### config.mk
export PLATFORM = sky130hd
export DESIGN_NAME = ram_arbiter
export DESIGN_NICKNAME = d
export VERILOG_FILES = /design/src/rtl/ram_arbiter_pkg.sv /design/src/rtl/ram_arbiter_rr2.sv /design/src/rtl/ram_arbiter.sv
export SDC_FILE = /design/constraint.sdc
export NUM_CORES = 1
export LEC_CHECK = 0
export CORE_ASPECT_RATIO = 1.5
export CORE_MARGIN = 3
export CORE_UTILIZATION = 35
export DETAILED_ROUTE_END_ITERATION = 10
export GPL_TIMING_DRIVEN = 0
export PLACE_DENSITY = 0.78
export SLEW_MARGIN = 20
export SYNTH_ARGS = -nofsm -noshare
export SYNTH_HDL_FRONTEND = slang
export SYNTH_SLANG_ARGS = --single-unit
### constraint.sdc
create_clock -name clk -period 2.2 [get_ports clk]
set_clock_uncertainty 0.15 [all_clocks]
set_input_delay 0.22 -clock clk [delete_from_list [all_inputs] [get_ports clk]]
set_output_delay 0.22 -clock clk [all_outputs]
set_load 0.05 [all_outputs]
### src/rtl/ram_arbiter_pkg.sv
// Shared types for the RAM arbiter: FSM states, port ids and widths.
// Imported by the arbiter top and its round-robin picker.
package ram_arbiter_pkg;

  localparam int ADDR_WIDTH_DEF = 8;
  localparam int DATA_WIDTH_DEF = 8;

  typedef enum logic [1:0] {
    ARB_IDLE   = 2'd0,
    ARB_ACCESS = 2'd1,
    ARB_RESP   = 2'd2
  } arb_state_e;

  typedef logic port_id_t;

  localparam port_id_t PORT_CPU = 1'b0;
  localparam port_id_t PORT_LDR = 1'b1;

  function automatic logic [1:0] port_mask(port_id_t p);
    return (p == PORT_LDR) ? 2'b10 : 2'b01;
  endfunction

endpackage

### src/rtl/ram_arbiter_rr2.sv
// Two-input round-robin picker with last-owner pointer.
// Masked inputs are never granted; ties go to the port not granted last.
module arb_rr2
  import ram_arbiter_pkg::*;
(
  input  logic       clk,
  input  logic       rst,
  input  logic [1:0] req_i,
  input  logic [1:0] mask_i,
  input  logic       take_i,
  output logic       gnt_valid_o,
  output port_id_t   gnt_id_o
);

  port_id_t   last_q;
  port_id_t   last_d;
  logic [1:0] elig;

  always_comb begin
    elig        = req_i & ~mask_i;
    gnt_valid_o = |elig;
    gnt_id_o    = PORT_CPU;
    if (elig == 2'b11) begin
      gnt_id_o = ~last_q;
    end else if (elig[PORT_LDR]) begin
      gnt_id_o = PORT_LDR;
    end
    last_d = last_q;
    if (take_i && gnt_valid_o) begin
      last_d = gnt_id_o;
    end
  end

  always_ff @(posedge clk or posedge rst) begin
    if (rst) begin
      last_q <= PORT_LDR;
    end else begin
      last_q <= last_d;
    end
  end

endmodule

### src/rtl/ram_arbiter.sv
// Shares one synchronous RAM between the CPU bus and the program loader.
// One RAM access per grant; the loader may lock out and halt the CPU.
module ram_arbiter
  import ram_arbiter_pkg::*;
#(
  parameter int ADDR_WIDTH = ADDR_WIDTH_DEF,
  parameter int DATA_WIDTH = DATA_WIDTH_DEF
) (
  input  logic                  clk,
  input  logic                  rst,
  input  logic                  cpu_req,
  input  logic                  cpu_we,
  input  logic [ADDR_WIDTH-1:0] cpu_addr,
  input  logic [DATA_WIDTH-1:0] cpu_wdata,
  output logic                  cpu_ack,
  output logic [DATA_WIDTH-1:0] cpu_rdata,
  output logic                  cpu_halt,
  input  logic                  ldr_req,
  input  logic                  ldr_we,
  input  logic [ADDR_WIDTH-1:0] ldr_addr,
  input  logic [DATA_WIDTH-1:0] ldr_wdata,
  input  logic                  ldr_lock,
  output logic                  ldr_ack,
  output logic [DATA_WIDTH-1:0] ldr_rdata,
  output logic                  ram_en,
  output logic                  ram_we,
  output logic [ADDR_WIDTH-1:0] ram_addr,
  output logic [DATA_WIDTH-1:0] ram_wdata,
  input  logic [DATA_WIDTH-1:0] ram_rdata
);

  arb_state_e            state_q;
  arb_state_e            state_d;
  port_id_t              owner_q;
  port_id_t              owner_d;
  logic                  we_q;
  logic                  we_d;
  logic [ADDR_WIDTH-1:0] addr_q;
  logic [ADDR_WIDTH-1:0] addr_d;
  logic [DATA_WIDTH-1:0] wdata_q;
  logic [DATA_WIDTH-1:0] wdata_d;
  logic                  lock_q;
  logic                  lock_d;
  logic                  halt_q;
  logic                  halt_d;

  logic [1:0] req_vec;
  logic [1:0] mask_vec;
  logic       take;
  logic       gnt_valid;
  port_id_t   gnt_id;
  logic       cpu_next_busy;
  logic       resp;

  always_comb begin
    req_vec  = {ldr_req, cpu_req & ~halt_q};
    mask_vec = (state_q == ARB_RESP) ? port_mask(owner_q) : 2'b00;
    take     = (state_q != ARB_ACCESS);
  end

  arb_rr2 u_rr (
    .clk         (clk),
    .rst         (rst),
    .req_i       (req_vec),
    .mask_i      (mask_vec),
    .take_i      (take),
    .gnt_valid_o (gnt_valid),
    .gnt_id_o    (gnt_id)
  );

  always_comb begin
    state_d = state_q;
    owner_d = owner_q;
    we_d    = we_q;
    addr_d  = addr_q;
    wdata_d = wdata_q;
    unique case (state_q)
      ARB_IDLE, ARB_RESP: begin
        state_d = ARB_IDLE;
        if (gnt_valid) begin
          state_d = ARB_ACCESS;
          owner_d = gnt_id;
          if (gnt_id == PORT_LDR) begin
            we_d    = ldr_we;
            addr_d  = ldr_addr;
            wdata_d = ldr_wdata;
          end else begin
            we_d    = cpu_we;
            addr_d  = cpu_addr;
            wdata_d = cpu_wdata;
          end
        end
      end
      ARB_ACCESS: state_d = ARB_RESP;
      default:    state_d = ARB_IDLE;
    endcase
  end

  // halt only once no CPU access will be in flight after this edge
  always_comb begin
    cpu_next_busy = (state_d != ARB_IDLE) && (owner_d == PORT_CPU);
    lock_d        = ldr_lock;
    halt_d        = lock_q & ~cpu_next_busy;
  end

  always_ff @(posedge clk or posedge rst) begin
    if (rst) begin
      state_q <= ARB_IDLE;
      owner_q <= PORT_LDR;
      we_q    <= 1'b0;
      addr_q  <= '0;
      wdata_q <= '0;
      lock_q  <= 1'b0;
      halt_q  <= 1'b0;
    end else begin
      state_q <= state_d;
      owner_q <= owner_d;
      we_q    <= we_d;
      addr_q  <= addr_d;
      wdata_q <= wdata_d;
      lock_q  <= lock_d;
      halt_q  <= halt_d;
    end
  end

  always_comb begin
    ram_en    = (state_q == ARB_ACCESS);
    ram_we    = ram_en & we_q;
    ram_addr  = ram_en ? addr_q : '0;
    ram_wdata = ram_en ? wdata_q : '0;
    resp      = (state_q == ARB_RESP);
    cpu_ack   = resp && (owner_q == PORT_CPU);
    ldr_ack   = resp && (owner_q == PORT_LDR);
    cpu_rdata = cpu_ack ? ram_rdata : '0;
    ldr_rdata = ldr_ack ? ram_rdata : '0;
    cpu_halt  = halt_q;
  end

endmodule

**Yosys cells after proc, flatten, opt, wreduce, memory -nomap -nowiden**

Index checks and enable logic that the tools add are counted.

- Reductions and logical operators: 9
- Bitwise logic cells: 10
- Mux-type cells: 15
- Equal/unequal tests: 4

Operators by type and width:

| cell | number |
|---|---|
| 2-to-1 mux 8 bit | 6 |
| 2-to-1 mux 1 bit | 6 |
| inverter 1 bit | 5 |
| equality test 2 bit, second input constant | 2 |
| logical AND 1 bit | 4 |
| 2-to-1 mux 2 bit | 2 |
| case mux 2 bit (2 select lines) | 1 |
| OR reduction 2 bit | 2 |
| bitwise AND 1 bit | 3 |
| bitwise AND 2 bit | 1 |
| equality test 2 x 1 -> 1 bit, second input constant | 1 |
| zero test 2 bit | 1 |
| != test 2 x 1 -> 1 bit, second input constant | 1 |
| inverter 2 bit | 1 |
| AND reduction 2 bit | 1 |
| nonzero test 2 bit | 1 |

- Bits of input ports: 47
- Register bits: 23

**Longest topological paths before layout**

Gate-level depths: netlist (run 1).

- Word-level depth: 12
- Mapped depth: 5
- Gate-level depth less buffers: 4

**Hierarchy**

From an unflattened synthesis (run 1), not the netlist that was laid out.

- Cell total of the unflattened synthesis: 115
- Area, all modules: 1423.9 um2

By module, submodules not included:

| module | cells an instance | area each (um2) | instances |
|---|---|---|---|
| ram_arbiter | 105 | 1331.3 | 1 |
| arb_rr2 | 10 | 92.6 | 1 |

**Worst setup path after synthesis (run 1)**

OpenSTA, ideal clock, no wires.

- Path type: flip-flop to output port
- Start point: reg state_q[0]
- End point: out ram_addr[5]
- Stages on the path, launching flop included: 5
- Buffers on the path: 2
- Path slack: -0.353 ns
- Arrival: 2.183 ns
- Path through: dfrtp_1 -> clkbuf_1 -> nor2b_1 -> clkbuf_1 -> and2_1

- Longest elaborated chain between the ends: 2

Ends and longest elaborated chain:

| what | RTL line | text |
|---|---|---|
| start, declared | ram_arbiter.sv:32 | `arb_state_e state_q;` |
| start signal, assigned | ram_arbiter.sv:116 | `state_q <= state_d;` |
| equality test 2 x 1 -> 1 bit | ram_arbiter.sv:127 | `ram_en = (state_q == ARB_ACCESS);` |
| via ram_en | ram_arbiter.sv:25 | `output logic ram_en,` |
| 2-to-1 mux 8 bit | ram_arbiter.sv:129 | `ram_addr = ram_en ? addr_q : '0;` |
| end, declared | ram_arbiter.sv:27 | `output logic [ADDR_WIDTH-1:0] ram_addr,` |

The timed path passes the listed nets, and every way through them passes these cells.

**Final worst setup path (run 1)**

- Start point: reg owner_q
- End point: reg addr_q[2]

- Longest elaborated chain between the ends: 7
- Elaborated cells between the ends (all ways): 10
- Classes of those cells: eq/ne (1); mux (5); bitwise (2); reduce/logical (2)

Ends and longest elaborated chain:

| what | RTL line | text |
|---|---|---|
| start, declared | ram_arbiter.sv:34 | `port_id_t owner_q;` |
| start signal, assigned | ram_arbiter.sv:117 | `owner_q <= owner_d;` |
| 2-to-1 mux 2 bit * | ram_arbiter_pkg.sv:20 | `return (p == PORT_LDR) ? 2'b10 : 2'b01;` |
| 2-to-1 mux 2 bit * | ram_arbiter.sv:57 | `mask_vec = (state_q == ARB_RESP) ? port_mask(owner_q) : 2'b00;` |
| inverter 2 bit * | ram_arbiter_rr2.sv:20 | `elig = req_i & ~mask_i;` |
| bitwise AND 2 bit * | ram_arbiter_rr2.sv:20 |  |
| equality test 2 bit / 2-to-1 mux 1 bit (equally long branches) | ram_arbiter_rr2.sv:23, ram_arbiter_rr2.sv:25 |  |
| 2-to-1 mux 1 bit | ram_arbiter_rr2.sv:23 | `if (elig == 2'b11) begin` |
| 2-to-1 mux 8 bit | ram_arbiter.sv:83 | `if (gnt_id == PORT_LDR) begin` |
| end signal, assigned | ram_arbiter.sv:119 | `addr_q <= addr_d;` |
| end, declared | ram_arbiter.sv:38 | `logic [ADDR_WIDTH-1:0] addr_q;` |

Every way passes the cells marked *; elsewhere a longest branch is shown, timed or not.
A chain may end at the register's enable or synchronous reset.

==> impl_metrics.csv, run 1 <==
group,metric,value,unit
die,core.rowCount,28,
route,first_pass_iters,4,
final_layout,layout.cells.most_common,"clkdlybuf4s50_1",
cts,cts_buffers,3,
sta,fmax,0.4723,GHz
sta,rsz0062_at_grt,"no",
die,initial_core_util,36.83,%
setup_path,critPathSlowestCell,"dfstp_2",
sta,fin_setup_tns,0,ns
synthesis,synth-seq-area-share,38.95,%
setup_path,max_stage_delay,0.62,ns
route,wl_per_cell,13.55,µm
synthesis,yosys_warnings,0,
synthesis,syn_inst,124,
cts,cts_tree,"done",
sta,max-slew-margin-rel,40.77,%
pwr,seq_power_share,23.4,%
route,drt-total-wl,3.603,mm
final_layout,diodes,0,
status,status,"completed",
synthesis,yosysTopAreaCellShare,35.41,%
synthesis,synthTopCellsByArea,"dfrtp_1, mux2_4, mux2_2, and2_1, and2_2",
place,dp_hpwl,2.840,mm
final_layout,final_cell_mix,"clkdlybuf4s50_1, dfrtp_1, buf_4",
cts,htree_levels,1,
sta,slew_violations,0,
setup_path,ff2ff_path_depth,6,
route,first_iter_violations,26,
setup_path,endpoint,"addr_q[2]",
final_layout,area_growth,67.71,%
setup_path,worstPathRequired,2.21,ns
global_route,grt_max_degree,24,
global_route,antenna_found_initial,0,
route,drc,0,
pwr,p_sw_share,46.68,%
route,antenna_left,0,
final_layout,fin_nets,269,
die,die_w,59.17,µm
run,cap_violations,0,
sta,fin_ws,0.08265,ns
route,dr_total_vias,1286,
cts,clockBufferDepth,2,
setup_path,r2r-end,"addr_q[2]",
pwr,p_sw,1.612,mW
pwr,internal-power,1.841,mW
pwr,power.density,1387,nW/µm²
synthesis,syn_avg_cell_area,11.97,µm²
cts,clkTransAtPathRegs,0.09,ns
die,io_pins,84,
global_route,grt_overflow,0,
route,vias_per_cell,4.835,
setup_path,crit_fanout,10,
setup_path,ff2ff_setup_slack,0.08,ns
hold_path,hold_class,"in2reg",
setup_path,cp-start-kind,"register",
setup_path,worstSetupPathType,"reg2reg",
cts,cts-hold-fix-buffers,0,
synthesis,yosysTopAreaCell,"dfrtp_1",
sta,whs,0.2313,ns
place,place.gp.congestion,0.8124,
sta,setup_violations,0,
setup_path,cp.arrival,2.12,ns
pwr,power_leakage,1.106,nW
sta,finalCriticalPeriod,2.117,ns
pwr,combPwrFrac,68.9,%
cts,cts_root_buf,"clkbuf_8",
global_route,track_usage,14.67,%
synthesis,synth_cell_type_count,24,
sta,final_hold_viol_count,0,
die,core_area,4029,µm²
die,dieArea,5073,µm²
global_route,grt_pass1_vias,1258,
pwr,peakVddDrop,935.3,µV
synthesis,syn_nets,171,
final_layout,drive_above_1_share,51.58,%
setup_path,end_kind,"register",
cts,clkLatencyLatePin,0.27,ns
synthesis,syn_area,1484,µm²
place,io_buffers,83,
pwr,clockPowerShare,7.8,%
die,fp.dieH,85.75,µm
place,dp_slack,-0.7599,ns
final_layout,fin_util,61.77,%
sta,max_slew.worst_pin.slew,0.8875,ns
sta,fin_crit_sh,96.24,%
synthesis,ys_seq_elements,23,
final_layout,fillCellCount,345,
setup_path,crit_chain,"nor3b_4, buf_4, o221ai_4, buf_6, mux2_4, mux2_4",
setup_path,critPathLaunch,"owner_q",
cts,numClockSinks,23,
setup_path,crit_top_cell,"mux2_4",
setup_path,r2r_start,"owner_q",
global_route,grt_pass1_wl,5.678,mm
[how the worst min path moves through the flow]
stage                   from        end  slack, ns  depth (start not counted)
global placement      lock_q   cpu_halt       0.32                          1
CTS                 ldr_lock     lock_q       0.23                          1
global route        ldr_lock     lock_q       0.24                          1
finish              ldr_lock     lock_q       0.23                          1
floorplan                rst  addr_q[0]       0.07                          1
detailed placement    lock_q   cpu_halt       0.32                          1
[per-layer routing]
metal / track usage, % / wire [µm] / share of wire [%] / up-vias
met3: 5.271 / 433 / 12 / 4
met1: 16.07 / 1333 / 37 / 585
met4: 5.567 / 37 / 1.0 / 0
met2: 25.25 / 1799 / 50 / 75
li1: - / - / - / 622
met5: 0 / 0 / 0 / -
[timing repair]
| action | 4_1_cts | 5_1_grt |
|---|---|---|
| pin swaps | 0 | 1 |
| resized for setup | 140 | 20 |
| setup buffers | 3 | 7 |
| endpoints found under the setup margin | 45 | 52 |
[Yosys cell counts]
cell type / n
and2_1: 25
inv_1: 2
nand3b_1: 1
o221ai_4: 1
nor3b_4: 1
o21ai_0: 3
o31a_1: 1
or2b_1: 1
and2_2: 8
mux2_4: 18
dfrtp_1: 21
nand2b_1: 1
nand2_1: 1
o221a_2: 1
a31oi_1: 2
o21a_1: 1
clkbuf_1: 2
nor2b_1: 2
nor2_1: 6
nor3_2: 1
dfstp_2: 2
a21oi_1: 4
buf_6: 2
mux2_2: 17
[critical path, delay by kind of cell (launching register included)]
family / cells / cell delay, ns
AND/OR/NAND/NOR: 1 / 0.06
buffers and inverters: 2 / 0.36
flip-flops: 1 / 0.62
multiplexers: 2 / 0.58
AO/OA/AOI/OAI: 1 / 0.24
[layout make-up]
cell class | instances | area [µm²] | area share (%)
inverter | 2 | 7.507 | 0.3017
clock buffer | 3 | 41.29 | 1.659
clock inverter | 1 | 5.005 | 0.2011
timing repair buffer | 93 | 859.6 | 34.54
tap | 45 | 56.30 | 2.262
multi-input combinational | 95 | 902.1 | 36.25
sequential | 23 | 579.3 | 23.28
buffer | 4 | 37.54 | 1.508
[kinds of logic (layout without fill, tap and decap cells)]
group | Yosys count | count (layout) | share of synthesized area (%)
DFF | 23 | 23 | 38.95
AOI/OAI and AO/OA | 13 | 13 | 6.830
muxes | 35 | 35 | 31.11
and+or+nand+nor | 47 | 47 | 20.57
buffers and inverters | 6 | 103 | 2.530
[per-stage QoR]
stage	instance area, µm²	std cells	power, mW
4_1_cts	2477	259	3.428
3_5_place_dp	2385	252	3.150
6_report	2489	266	3.452
2_1_floorplan	1498	124	2.476
3_3_place_gp	2385	252	3.123
5_1_grt	2489	266	3.664
[flip-flops by register name, indices dropped and copies added, names as in the netlist]
| register | count |
|---|---|
| wdata_q | 8 |
| state_q | 2 |
| owner_q | 1 |
| lock_q | 1 |
| we_q | 1 |
| cpu_halt | 1 |
| addr_q | 8 |
| u_rr.last_q | 1 |
[power groups by stage]
stage                     logic, mW  clock network [mW]  registers (mW)
after floorplan                1.69                   0           0.785
after global placement         2.33                   0           0.795
after detailed placement       2.35                   0           0.799
after CTS                      2.35               0.276           0.802
after global routing           2.53               0.292           0.845
final                          2.38               0.268           0.806
(Power assumes the default switching activity.)
==> run 2: changes to the inputs <==
--- a/config.mk
+++ b/config.mk
@@ -11,6 +11,7 @@
 export DETAILED_ROUTE_END_ITERATION = 10
 export GPL_TIMING_DRIVEN = 0
 export PLACE_DENSITY = 0.78
+export SKIP_LAST_GASP = 1
 export SLEW_MARGIN = 20
 export SYNTH_ARGS = -nofsm -noshare
 export SYNTH_HDL_FRONTEND = slang
==> run 2 against run 1 <==
Sequential share of layout area shrank 0.37 points; clock power is essentially flat; via count is the same; combinational power is essentially flat; cell count is the same; utilization grew 0.99 points; die area is the same; global-route usage is the same; critical path type is now reg2out.
==> impl_metrics.csv, run 2 (synthesis gave the netlist of run 1 again) <==
group,metric,value,unit
cts,cts_root_buf,"clkbuf_8",
sta,fin_crit_sh,96.11,%
setup_path,path_buf_inv,3,
final_layout,fin_nets,269,
setup_path,end_kind,"primary output",
place,io_buffers,83,
sta,max-slew-margin-rel,40.53,%
setup_path,cp-start-kind,"register",
setup_path,worstPathRequired,1.83,ns
route,drt-total-wl,3.610,mm
sta,fmax,0.4730,GHz
setup_path,ff2ff_path_depth,6,
final_layout,area_growth,70.41,%
final_layout,final_cell_mix,"clkdlybuf4s50_1, clkdlybuf4s15_2, dfrtp_1",
place,dp_hpwl,2.840,mm
die,fp.dieH,85.75,µm
final_layout,layout.cells.most_common,"clkdlybuf4s50_1",
setup_path,cp.arrival,1.74,ns
final_layout,fillCellCount,339,
setup_path,r2r-end,"addr_q[2]",
final_layout,regArea,579.3,µm²
route,first_iter_violations,29,
die,die_w,59.17,µm
setup_path,critPathLaunch,"state_q[0]",
global_route,antenna_found_initial,0,
die,io_pins,84,
cts,clkLatencyLatePin,0.27,ns
setup_path,max_stage_delay,0.42,ns
final_layout,diodes,0,
place,place.gp.congestion,0.8124,
setup_path,crit_fanout,10,
cts,cts_buffers,3,
final_layout,top_regs,"addr_q x8, wdata_q x8, state_q x2",
setup_path,crit_chain,"buf_4, nor2b_4, buf_4, and2_1, clkdlybuf4s15_2",
place,dp_slack,-0.7599,ns
sta,final_hold_viol_count,0,
sta,max_slew.worst_pin.slew,0.8911,ns
sta,setup_violations,0,
global_route,grt_pass1_vias,1262,
global_route,grt_max_degree,24,
final_layout,drive_above_1_share,51.13,%
route,drc,0,
cts,clockBufferDepth,2,
die,core.rowCount,28,
setup_path,worst-path-stages,5,
pwr,p_total,3.481,mW
sta,fin_ws,0.08566,ns
run,cap_violations,0,
route,wl_per_cell,13.57,µm
setup_path,endpoint,"ram_addr[0]",
setup_path,crit_family,"buffers and inverters",
hold_path,hold_class,"in2reg",
route,vias_per_cell,4.835,
final_layout,fin_util,62.76,%
route,first_pass_iters,4,
final_layout,multi_input_area,902.1,µm²
global_route,grt_overflow,0,
setup_path,critPathSlowestCell,"dfrtp_2",
cts,clkTransAtPathRegs,0.08,ns
sta,finalCriticalPeriod,2.114,ns
cts,numClockSinks,23,
pwr,peakVddDrop,957.6,µV
status,status,"completed",
cts,htree_levels,1,
route,dr_total_vias,1286,
pwr,power_leakage,1.102,nW
cts,cts_tree,"done",
die,initial_core_util,36.83,%
setup_path,r2r_start,"owner_q",
setup_path,ff2ff_setup_slack,0.09,ns
setup_path,crit_top_cell,"buf_4",
global_route,track_usage,14.67,%
pwr,power.density,1377,nW/µm²
die,core_area,4029,µm²
sta,slew_violations,0,
route,antenna_left,0,
setup_path,worstSetupPathType,"reg2out",
global_route,grt_pass1_wl,5.678,mm
die,dieArea,5073,µm²
run 2: metrics by stage:
| stage | TNS (ns) | cells | hold WS, ns | instance area, µm² |
|---|---|---|---|---|
| final | 0 | 266 | 0.2323 | 2529 |
| after global routing | -0.03261 | 266 | 0.2401 | 2529 |
| after CTS | -1.582 | 259 | 0.2293 | 2477 |
| after detailed placement | -18.56 | 252 | 0.3207 | 2385 |
| after global placement | -18.86 | 252 | 0.3165 | 2385 |
| after floorplan | -1.487 | 124 | 0.07044 | 1498 |
run 2: timing repair:
action | CTS | global route
resized for setup | 137 | 10
pin swaps | 0 | 1
hold buffers | 0 | 0
buffers inserted | 3 | 7
endpoints found under the setup margin | 45 | 50
run 2: worst min-delay path by stage:
| stage | end | from | cells past startpoint |
|---|---|---|---|
| final | lock_q | ldr_lock | 1 |
| after floorplan | addr_q[0] | rst | 1 |
| after CTS | lock_q | ldr_lock | 1 |
| after global routing | lock_q | ldr_lock | 1 |
| after global placement | cpu_halt | lock_q | 1 |
| after detailed placement | cpu_halt | lock_q | 1 |
run 2: cell type report:
class	instances	share of cell area, %
multi-input cells	95	35.68
repair buffers	93	35.58
flip-flops and latches	23	22.91
well taps	45	2.227
clock buffers	3	1.633
plain buffers	4	1.484
inverters	2	0.2969
clock inverters	1	0.1979
run 2: metal layers:
layer / share of wire [%] / wire length, µm / track usage [%]
met2: 50 / 1792 / 25.25
met5: 0 / 0 / 0
met1: 37 / 1341 / 15.97
met3: 12 / 439 / 5.422
met4: 1.0 / 37 / 5.567
run 2: power breakdown:
part | switching (mW) | total (mW) | internal [mW]
registers | 0.156 | 0.807 | 0.651
logic | 1.32 | 2.41 | 1.09
clock network | 0.140 | 0.267 | 0.127
==> run 3: changes to the inputs <==
--- a/config.mk
+++ b/config.mk
@@ -5,7 +5,6 @@
 export SDC_FILE = /design/constraint.sdc
 export NUM_CORES = 1
 export LEC_CHECK = 0
-export CORE_ASPECT_RATIO = 1.5
 export CORE_MARGIN = 3
 export CORE_UTILIZATION = 35
 export DETAILED_ROUTE_END_ITERATION = 10
==> run 3 against run 2 <==
Worst setup slack better by 0.010 ns; largest power group unchanged; register-to-register slack better by 0.06 ns; sequential share of layout area up 0.29 points; clock power down 4%.
==> impl_metrics.csv, run 3 (synthesis gave the netlist of run 1 again) <==
group,metric,value,unit
final_layout,multi_input_area,902.1,µm²
sta,finalCriticalPeriod,2.104,ns
route,wl_per_cell,12.97,µm
global_route,grt_max_degree,24,
final_layout,drive_above_1_share,50.23,%
cts,numClockSinks,23,
cts,cts-hold-fix-buffers,0,
cts,clkLatencyLatePin,0.26,ns
cts,clkTransAtPathRegs,0.08,ns
pwr,peakVddDrop,696.1,µV
final_layout,top_regs,"addr_q x8, wdata_q x8, state_q x2",
sta,max_slew.worst_pin.slew,0.8567,ns
setup_path,critPathSlowestCell,"dfrtp_2",
final_layout,regArea,579.3,µm²
final_layout,finalNonFillerCells,267,
cts,htree_levels,1,
setup_path,cp-start-kind,"register",
pwr,power.density,1365,nW/µm²
die,io_pins,84,
run,cap_violations,0,
place,place_inst,257,
sta,final_hold_viol_count,0,
route,first_pass_iters,4,
setup_path,crit_chain,"clkbuf_4, nor2b_4, buf_4, and2_1, clkdlybuf4s15_2",
setup_path,worstSetupPathType,"reg2out",
place,dp_slack,-0.8361,ns
die,initial_core_util,36.57,%
sta,whs,0.2480,ns
final_layout,area_growth,68.30,%
pwr,p_sw,1.590,mW
final_layout,fillCellCount,353,
route,drc,0,
die,core.rowCount,23,
pwr,p_total,3.409,mW
die,dieArea,5057,µm²
final_layout,diodes,0,
cts,cts_root_buf,"clkbuf_8",
place,io_buffers,83,
pwr,seq_power_share,23.5,%
global_route,grt_use_met3,5.114,%
pwr,combPwrFrac,68.9,%
final_layout,layout.cells.most_common,"clkdlybuf4s50_1",
place,dp_hpwl,2.782,mm
sta,fin_ws,0.09597,ns
global_route,use_met2,24.00,%
global_route,use_met1,18.18,%
setup_path,max_stage_delay,0.42,ns
status,status,"completed",
sta,fin_setup_tns,0,ns
setup_path,worstPathRequired,1.83,ns
pwr,p_sw_share,46.65,%
route,antenna_left,0,
route,vias_per_cell,4.816,
die,core_area,4058,µm²
route,first_iter_violations,22,
setup_path,path_buf_inv,3,
setup_path,crit_fanout,10,
global_route,track_usage,14.64,%
global_route,grt_pass1_wl,5.920,mm
route,dr_total_vias,1286,
cts,cts_buffers,3,
sta,rsz0062_at_grt,"no",
pwr,clockPowerShare,7.5,%
place,place.gp.congestion,0.7731,
global_route,busiest_layer,"met2",
setup_path,end_kind,"primary output",
setup_path,crit_family,"buffers and inverters",
sta,fmax,0.4753,GHz
place,dpl-instance-area,2391,µm²
route,drt-total-wl,3.463,mm
cts,cts_tree,"done",
global_route,grt_overflow,0,
setup_path,cp.arrival,1.73,ns
final_layout,fin_util,61.55,%
hold_path,hold_class,"in2reg",
sta,max-slew-margin-rel,42.83,%
final_layout,design_area,2497,µm²
sta,slew_violations,0,
final_layout,final_cell_mix,"clkdlybuf4s50_1, dfrtp_1, clkdlybuf4s15_2",
global_route,antenna_found_initial,0,
sta,setup_violations,0,
global_route,grt_pass1_vias,1260,
die,fp.dieH,71.12,µm
cts,clockBufferDepth,2,
pwr,internal-power,1.818,mW
final_layout,fin_nets,265,
die,die_w,71.12,µm
pwr,power_leakage,1.085,nW
sta,fin_crit_sh,95.64,%
==> run 3: changes by cell type in the layout (fill, tap and decap cells not counted) <==
cell / change
buf_4: -14
clkbuf_4: +6
buf_2: +5
clkdlybuf4s15_2: -2
buf_12: +1
==> run 3: what timing repair did <==
action | in CTS | in global routing
setup endpoints to repair | 53 | 38
buffers inserted | 5 | 1
pin swaps | 2 | 0
resized for setup | 129 | 19
==> run 3: per-layer routing <==
layer / wire, µm / up-vias
met2: 1603 / 73
met5: 0 / -
met4: 38 / 0
met3: 440 / 4
met1: 1380 / 589
li1: - / 620
==> run 3: worst reg2reg max path, delay by kind of cell, from the launching register on <==
family | cells | cell delay, ns
muxes | 2 | 0.58
buffers and inverters | 1 | 0.21
and+or+nand+nor | 1 | 0.17
DFF | 1 | 0.58
AOI/OAI and AO/OA | 1 | 0.27
==> run 3: worst paths after layout <==
check	from	endpoint	slack (ns)	cells past startpoint
setup / recovery	state_q[0]	ram_addr[4]	0.1	5
hold / removal	ldr_lock	lock_q	0.25	1
setup reg to reg	u_rr.last_q	addr_q[1]	0.15	5
hold reg to reg	lock_q	cpu_halt	0.32	1
max in group asynchronous	rst	state_q[0]	1.04	2
min in group asynchronous	rst	wdata_q[6]	0.28	2
==> run 3: area by class of cell <==
class,instances,share of cell area [%]
clock inverter,1,0.2004
multi-input combinational,95,36.12
buffer,4,1.403
tap,50,2.505
sequential,23,23.20
timing repair buffer,89,34.62
clock buffer,3,1.653
inverter,2,0.3006
==> run 3: power groups by stage <==
stage                     sequential, mW  clock (mW)  combinational (mW)
final                              0.802       0.257                2.35
after global routing               0.832       0.286                2.50
after CTS                          0.798       0.268                2.34
after detailed placement           0.793           0                2.35
after global placement             0.791           0                2.32
after floorplan                    0.785           0                1.69
